$ cat src/rtl/adc_capture_pkg.sv
// Shared types for the ADC capture sequencer: controller states and the edge-trigger compare.
// Latency: n/a (types and a pure function only).
// Backpressure: n/a.
package adc_capture_pkg;

    typedef enum logic [2:0] {
        IDLE     = 3'd0,
        PRETRIG  = 3'd1,
        ARMED    = 3'd2,
        POSTTRIG = 3'd3,
        DONE     = 3'd4,
        READOUT  = 3'd5
    } state_t;

    localparam int CMP_W = 64;
    typedef logic [CMP_W-1:0] cmp_t;

    // Operands are zero-extended by the caller, so the compare stays unsigned at any sample width.
    function automatic logic edge_hit(
        input logic rising,
        input cmp_t prev,
        input cmp_t cur,
        input cmp_t lvl
    );
        if (rising) begin
            return (prev < lvl) && (cur >= lvl);
        end
        return (prev > lvl) && (cur <= lvl);
    endfunction

endpackage

$ cat src/rtl/adc_readout_skid.sv
// Two-entry buffer turning the 1-cycle RAM read stream into a valid/ready stream.
// Latency: 1 cycle from push to o_pop_vld.
// Backpressure: head word held while !i_pop_rdy; upstream must keep o_count + in-flight <= 2.
module adc_readout_skid #(
    parameter int W = 9
) (
    input  logic         clock,
    input  logic         reset_n,
    input  logic         i_flush,
    input  logic         i_push_vld,
    input  logic [W-1:0] i_push_dat,
    input  logic         i_pop_rdy,
    output logic         o_pop_vld,
    output logic [W-1:0] o_pop_dat,
    output logic [1:0]   o_count
);

    logic [W-1:0] r_dat0;
    logic [W-1:0] r_dat1;
    logic [1:0]   r_cnt;
    logic         w_pop;

    assign w_pop     = (r_cnt != 2'd0) && i_pop_rdy;
    assign o_pop_vld = (r_cnt != 2'd0);
    assign o_pop_dat = o_pop_vld ? r_dat0 : '0;
    assign o_count   = r_cnt;

    always_ff @(posedge clock or negedge reset_n) begin
        if (!reset_n) begin
            r_cnt  <= 2'd0;
            r_dat0 <= '0;
            r_dat1 <= '0;
        end else if (i_flush) begin
            r_cnt <= 2'd0;
        end else begin
            case ({i_push_vld, w_pop})
                2'b10: begin
                    if (r_cnt == 2'd0) begin
                        r_dat0 <= i_push_dat;
                    end else begin
                        r_dat1 <= i_push_dat;
                    end
                    r_cnt <= r_cnt + 2'd1;
                end
                2'b01: begin
                    r_dat0 <= r_dat1;
                    r_cnt  <= r_cnt - 2'd1;
                end
                2'b11: begin
                    // Simultaneous push and pop keeps occupancy; only the head/tail shift.
                    if (r_cnt == 2'd2) begin
                        r_dat0 <= r_dat1;
                        r_dat1 <= i_push_dat;
                    end else begin
                        r_dat0 <= i_push_dat;
                    end
                end
                default: ;
            endcase
        end
    end

endmodule

$ cat src/rtl/adc_capture_ctrl.sv
// Ring-buffer ADC capture: arm, pre-trigger fill, edge/software trigger, post-trigger fill, readout.
// Latency: RAM write same cycle as sample_valid; first out_valid 2 cycles after rd_start.
// Backpressure: readout stalls on !out_ready with out_data/out_last held; sample input has none.
module adc_capture_ctrl
    import adc_capture_pkg::*;
#(
    parameter int DATA_WIDTH = 8,
    parameter int ADDR_WIDTH = 12
) (
    input  logic                  clock,
    input  logic                  reset_n,
    input  logic                  arm,
    input  logic                  abort,
    input  logic                  sw_trigger,
    input  logic                  trig_rising,
    input  logic [DATA_WIDTH-1:0] trig_level,
    input  logic [ADDR_WIDTH-1:0] pretrig_len,
    input  logic                  sample_valid,
    input  logic [DATA_WIDTH-1:0] sample_data,
    output logic                  buf_write_en,
    output logic [ADDR_WIDTH-1:0] buf_write_addr,
    output logic [DATA_WIDTH-1:0] buf_write_data,
    output logic [ADDR_WIDTH-1:0] buf_read_addr,
    input  logic [DATA_WIDTH-1:0] buf_read_data,
    input  logic                  rd_start,
    output logic                  out_valid,
    input  logic                  out_ready,
    output logic [DATA_WIDTH-1:0] out_data,
    output logic                  out_last,
    output logic                  busy,
    output logic                  done
);

    localparam int DW = DATA_WIDTH;
    localparam int AW = ADDR_WIDTH;
    localparam logic [AW:0] DEPTH = {1'b1, {AW{1'b0}}};
    localparam logic [AW:0] ONE   = {{AW{1'b0}}, 1'b1};

    state_t        r_state;
    state_t        w_state_nxt;

    logic [AW-1:0] r_wr_ptr;
    logic [AW-1:0] r_trig_addr;
    logic [AW-1:0] r_pre_len;
    logic [AW-1:0] r_rd_addr;
    logic [AW:0]   r_cnt;
    logic [AW:0]   r_issued;
    logic [DW-1:0] r_prev;
    logic          r_prev_vld;
    logic          r_sw_pend;
    logic          r_inflight;
    logic          r_inflight_last;

    logic          w_wr_en;
    logic          w_edge;
    logic          w_trig;
    logic [AW:0]   w_cnt_inc;
    logic [AW:0]   w_post_total;
    logic [AW-1:0] w_start_addr;
    logic          w_issue;
    logic          w_space;
    logic [1:0]    w_occ;
    logic          w_pop;
    logic          w_pop_last;
    logic          w_skid_vld;
    logic [DW:0]   w_skid_dat;
    logic [1:0]    w_skid_cnt;

    assign w_wr_en      = sample_valid &&
                          ((r_state == PRETRIG) || (r_state == ARMED) || (r_state == POSTTRIG));
    assign w_edge       = r_prev_vld && edge_hit(trig_rising, cmp_t'(r_prev),
                                                 cmp_t'(sample_data), cmp_t'(trig_level));
    assign w_trig       = (r_state == ARMED) && sample_valid && (r_sw_pend || w_edge);
    assign w_cnt_inc    = r_cnt + ONE;
    assign w_post_total = DEPTH - {1'b0, r_pre_len};
    assign w_start_addr = r_trig_addr - r_pre_len;

    assign w_pop      = w_skid_vld && out_ready;
    assign w_pop_last = w_pop && w_skid_dat[DW];

    // Words held plus the one returning from RAM may never exceed the two skid slots.
    assign w_occ   = w_skid_cnt + {1'b0, r_inflight};
    assign w_space = (w_occ != 2'd2) || w_pop;
    assign w_issue = w_space && (((r_state == DONE) && rd_start) ||
                                 ((r_state == READOUT) && (r_issued != DEPTH)));

    always_ff @(posedge clock or negedge reset_n) begin
        if (!reset_n) begin
            r_state <= IDLE;
        end else begin
            r_state <= w_state_nxt;
        end
    end

    always_comb begin
        w_state_nxt = r_state;
        if (abort) begin
            w_state_nxt = IDLE;
        end else begin
            case (r_state)
                IDLE:     if (arm) w_state_nxt = PRETRIG;
                PRETRIG:  if ((r_pre_len == '0) ||
                              (w_wr_en && (w_cnt_inc == {1'b0, r_pre_len})))
                              w_state_nxt = ARMED;
                ARMED:    if (w_trig) w_state_nxt = (w_post_total == ONE) ? DONE : POSTTRIG;
                POSTTRIG: if (w_wr_en && (w_cnt_inc == w_post_total)) w_state_nxt = DONE;
                DONE:     if (rd_start) w_state_nxt = READOUT;
                READOUT:  if (w_pop_last) w_state_nxt = IDLE;
                default:  w_state_nxt = IDLE;
            endcase
        end
    end

    always_comb begin
        buf_write_en   = 1'b0;
        buf_write_addr = r_wr_ptr;
        buf_write_data = '0;
        buf_read_addr  = r_rd_addr;
        busy           = (r_state != IDLE);
        done           = (r_state == DONE);
        if (w_wr_en) begin
            buf_write_en   = 1'b1;
            buf_write_data = sample_data;
        end
        // Presenting start_addr throughout DONE lets the first read issue on the rd_start edge.
        if (r_state == DONE) begin
            buf_read_addr = w_start_addr;
        end
    end

    always_ff @(posedge clock or negedge reset_n) begin
        if (!reset_n) begin
            r_wr_ptr        <= '0;
            r_trig_addr     <= '0;
            r_pre_len       <= '0;
            r_rd_addr       <= '0;
            r_cnt           <= '0;
            r_issued        <= '0;
            r_prev          <= '0;
            r_prev_vld      <= 1'b0;
            r_sw_pend       <= 1'b0;
            r_inflight      <= 1'b0;
            r_inflight_last <= 1'b0;
        end else if (abort) begin
            r_wr_ptr        <= '0;
            r_trig_addr     <= '0;
            r_pre_len       <= '0;
            r_rd_addr       <= '0;
            r_cnt           <= '0;
            r_issued        <= '0;
            r_prev_vld      <= 1'b0;
            r_sw_pend       <= 1'b0;
            r_inflight      <= 1'b0;
            r_inflight_last <= 1'b0;
        end else begin
            if (w_wr_en) begin
                r_wr_ptr   <= r_wr_ptr + 1'b1;
                r_prev     <= sample_data;
                r_prev_vld <= 1'b1;
            end
            case (r_state)
                IDLE: begin
                    if (arm) begin
                        r_wr_ptr   <= '0;
                        r_pre_len  <= pretrig_len;
                        r_prev_vld <= 1'b0;
                        r_sw_pend  <= 1'b0;
                        r_cnt      <= '0;
                    end
                end
                PRETRIG, POSTTRIG: begin
                    if (w_wr_en) r_cnt <= w_cnt_inc;
                end
                ARMED: begin
                    if (sw_trigger) r_sw_pend <= 1'b1;
                    if (w_trig) begin
                        r_trig_addr <= r_wr_ptr;
                        r_cnt       <= ONE;
                        r_sw_pend   <= 1'b0;
                    end
                end
                default: ;
            endcase

            r_inflight      <= w_issue;
            r_inflight_last <= w_issue && (r_state == READOUT) && (r_issued == DEPTH - ONE);
            if (w_issue) begin
                r_issued  <= (r_state == DONE) ? ONE : (r_issued + ONE);
                r_rd_addr <= buf_read_addr + 1'b1;
            end
        end
    end

    adc_readout_skid #(
        .W (DW + 1)
    ) u_skid (
        .clock      (clock),
        .reset_n    (reset_n),
        .i_flush    (abort),
        .i_push_vld (r_inflight),
        .i_push_dat ({r_inflight_last, buf_read_data}),
        .i_pop_rdy  (out_ready),
        .o_pop_vld  (w_skid_vld),
        .o_pop_dat  (w_skid_dat),
        .o_count    (w_skid_cnt)
    );

    assign out_valid = w_skid_vld;
    assign out_data  = w_skid_dat[DW-1:0];
    assign out_last  = w_skid_dat[DW];

endmodule
$ cat config.mk
export PLATFORM = sky130hd
export DESIGN_NAME = adc_capture_ctrl
export DESIGN_NICKNAME = d
export VERILOG_FILES = /design/src/rtl/adc_capture_pkg.sv /design/src/rtl/adc_readout_skid.sv /design/src/rtl/adc_capture_ctrl.sv
export SDC_FILE = /design/constraint.sdc
export NUM_CORES = 1
export LEC_CHECK = 0
export CORE_MARGIN = 2
export CORE_UTILIZATION = 30
export DETAILED_ROUTE_END_ITERATION = 8
export SYNTH_ARGS = -nofsm -noshare
export SYNTH_HDL_FRONTEND = slang
export SYNTH_SLANG_ARGS = --single-unit
$ cat constraint.sdc
create_clock -name clock -period 8.7 [get_ports clock]
set_input_delay 1.305 -clock clock [delete_from_list [all_inputs] [get_ports clock]]
set_output_delay 1.305 -clock clock [all_outputs]
set_load 0.02 [all_outputs]
==> reports/metrics.yaml <==
status: "finished, final reports clean"
overflow: 0
cts_sinks: 109
die_h_um: 161.8
ys.flop_type: "dfrtp_1"
cp.required_ps: 7390
ios: 90
syn_area_per_cell_um2: 8.731
via_per_inst: 5.184
postCtsSetupBuffers: 0
dieWidth_um: 161.8
area_delta_synth_final_pct: 18.85
grt_antenna_before_repair: 0
cts_hold_buf: 0
start_util: 0.3064
gp_congestion: 0.9278
synth_seq_area_share: 0.3650
yosysTopAreaCell: "dfrtp_1"
vias: 6475
slew_headroom: 0.2876
fmaxAchievable_mhz: 181.5
dieArea_mm2: 0.02619
cts_inserted_buffers: 9
synthCells: 856
cts_tree: "built"
fin_crit_sh: 0.6332
synthTopCellsByCount: "dfrtp_1 (109), nand2_1 (95), nor2_1 (69)"
port-buffer-count: 89
ys_warn_count: 0
synth_top_area_share: 0.3650
tns_ps: 0
grt_usage: 0.1512
syn-num-nets: 937
hold_ws_ps: 499.2
skew_ps: 7.996
tightest_slew_ps: 1042
cp.arrival_ps: 4200
nets: 1001
finalPower_mw: 1.788
crit_path_end_kind: "output port"
drive_above_1_share: 0.07243
std_cell_rows: 57
grt_pass1_wl_um: 32170
path_clk_slew_ps: 70
route.detailed.drc: 0
grt_max_degree: 67
cts-root-buf: "clkbuf_16"
final-setup-viol-count: 0
grt_pass1_vias: 6103
nFillCells: 2538
syn_area_mm2: 0.007473
hp-class: "flop to flop"
power.density_mw_per_mm2: 201.3
core_mm2: 0.02439
p_leak_nw: 3.755
hold_viol: 0
irDropWorstVdd_v: 0.0001080
first_iter_violations: 539
regArea_mm2: 0.002728
period_minus_slack_ps: 5509
clk_path_buf_depth: 2
synth_edf_count: 0
insertion_delay_ps: 360
synth_cell_types: 78
synth-async-reset-ratio: 1.000
post-route-util: 0.3642
rsz0062_at_grt: "no"
maxSlewViolCount: 0
antenna_cells: 0
multi_input_area_mm2: 0.004343
wl_per_cell_um: 15.69
dpl.hpwl_um: 14350
cts-htree-levels: 3
drt_pass1_iterations: 5
drt-total-wl_um: 19590
synth.most_common_cell: "dfrtp_1"
cp_max_fo: 9
ant_nets: 0
critPathLaunchType: "flop"
r2r_slack_ps: 4790
synth_seq_cells: 109
synth.area.top_cells: "dfrtp_1 (36%), ha_1 (5.9%), nand2_1 (4.8%), mux2i_1 (4.3%), o21ai_0 (4.0%)"
cts_resized: 0
path_class: "flop to output port"
drv_cap: 0
report_power, final:
group	internal [mW]	switching, mW	total, mW
clock network	0.241	0.194	0.435
registers	0.571	0.0847	0.656
logic	0.301	0.396	0.697
total	1.11	0.675	1.79
cell type report:
class                      count  area share
clock buffer                  12     0.02888
timing repair buffer          96      0.1054
sequential                   109      0.3071
inverter                      43     0.01817
clock inverter                 4    0.005916
tap                          324     0.04564
multi-input combinational    661      0.4889
kinds of logic (layout without fill, tap and decap cells):
family                     after synthesis  in the layout  synth area share
AOI/OAI and AO/OA                      185            185            0.1530
adders and majority gates               36             36           0.06128
DFF                                    109            109            0.3650
buffers and inverters                   86            155           0.05391
muxes                                   49             49           0.06847
and+or+nand+nor                        338            338            0.2344
xor gates and xnor gates                53             53           0.06395
registers in the layout, indices dropped and copies added, names as in the netlist:
| signal | flops |
|---|---|
| u_skid.r_dat0 | 9 |
| r_state | 3 |
| u_skid.o_count | 2 |
| r_cnt | 13 |
| r_prev | 8 |
| r_trig_addr | 12 |
| r_prev_vld | 1 |
| r_sw_pend | 1 |
| u_skid.r_dat1 | 9 |
| buf_write_addr | 12 |
| r_inflight_last | 1 |
| r_issued | 13 |
| r_rd_addr | 12 |
| r_pre_len | 12 |
| r_inflight | 1 |
routing by layer:
metal  routed length, um  vias to the layer above  GRT usage  share of wire
met5                   0                        -          0              0
met4                 235                        0    0.03419          0.012
met3                1054                       17    0.02656          0.054
met2                8713                      183     0.2366           0.44
met1                9591                     3100     0.2178           0.49
li1                    -                     3175          -              -
stage by stage:
step,setup WS [ps],cells,area [um2]
floorplan,4781,856,7473
CTS,3276,1249,8882
global placement,3746,1233,8573
finish,3191,1249,8882
detailed placement,3679,1233,8573
global route,2889,1249,8882
worst paths after layout:
check                                  start  cells past startpoint                end
worst max-delay path            r_pre_len[0]                      9  buf_read_addr[10]
worst min-delay path            r_issued[12]                      1    r_inflight_last
worst max register to register  r_pre_len[0]                     11      r_rd_addr[11]
worst min register to register  r_issued[12]                      1    r_inflight_last
max in group asynchronous            reset_n                      2       r_pre_len[3]
min in group asynchronous            reset_n                      1   u_skid.r_dat1[7]
critical path, stage by stage, from the launching register on:
cell             delay (ps)
dfrtp_1                 520
ha_1                    230
inv_1                    50
fa_1                    420
a21o_1                  230
a2111oi_0               890
o31ai_1                 230
or4_1                   440
nand3_1                 170
clkdlybuf4s50_1         660
layout by cell type, fill, tap and decap left out, types with 20 or more instances in the layout:
cell               n
dfrtp_1          109
nand2_1           95
clkdlybuf4s50_1   87
nor2_1            69
o21ai_0           60
a21oi_1           56
inv_1             42
ha_1              35
mux2i_1           32
xnor2_1           30
nand3_1           23
xor2_1            22
nand4_1           22
and2_1            20
No activity file was read; power rests on OpenSTA's default activity.
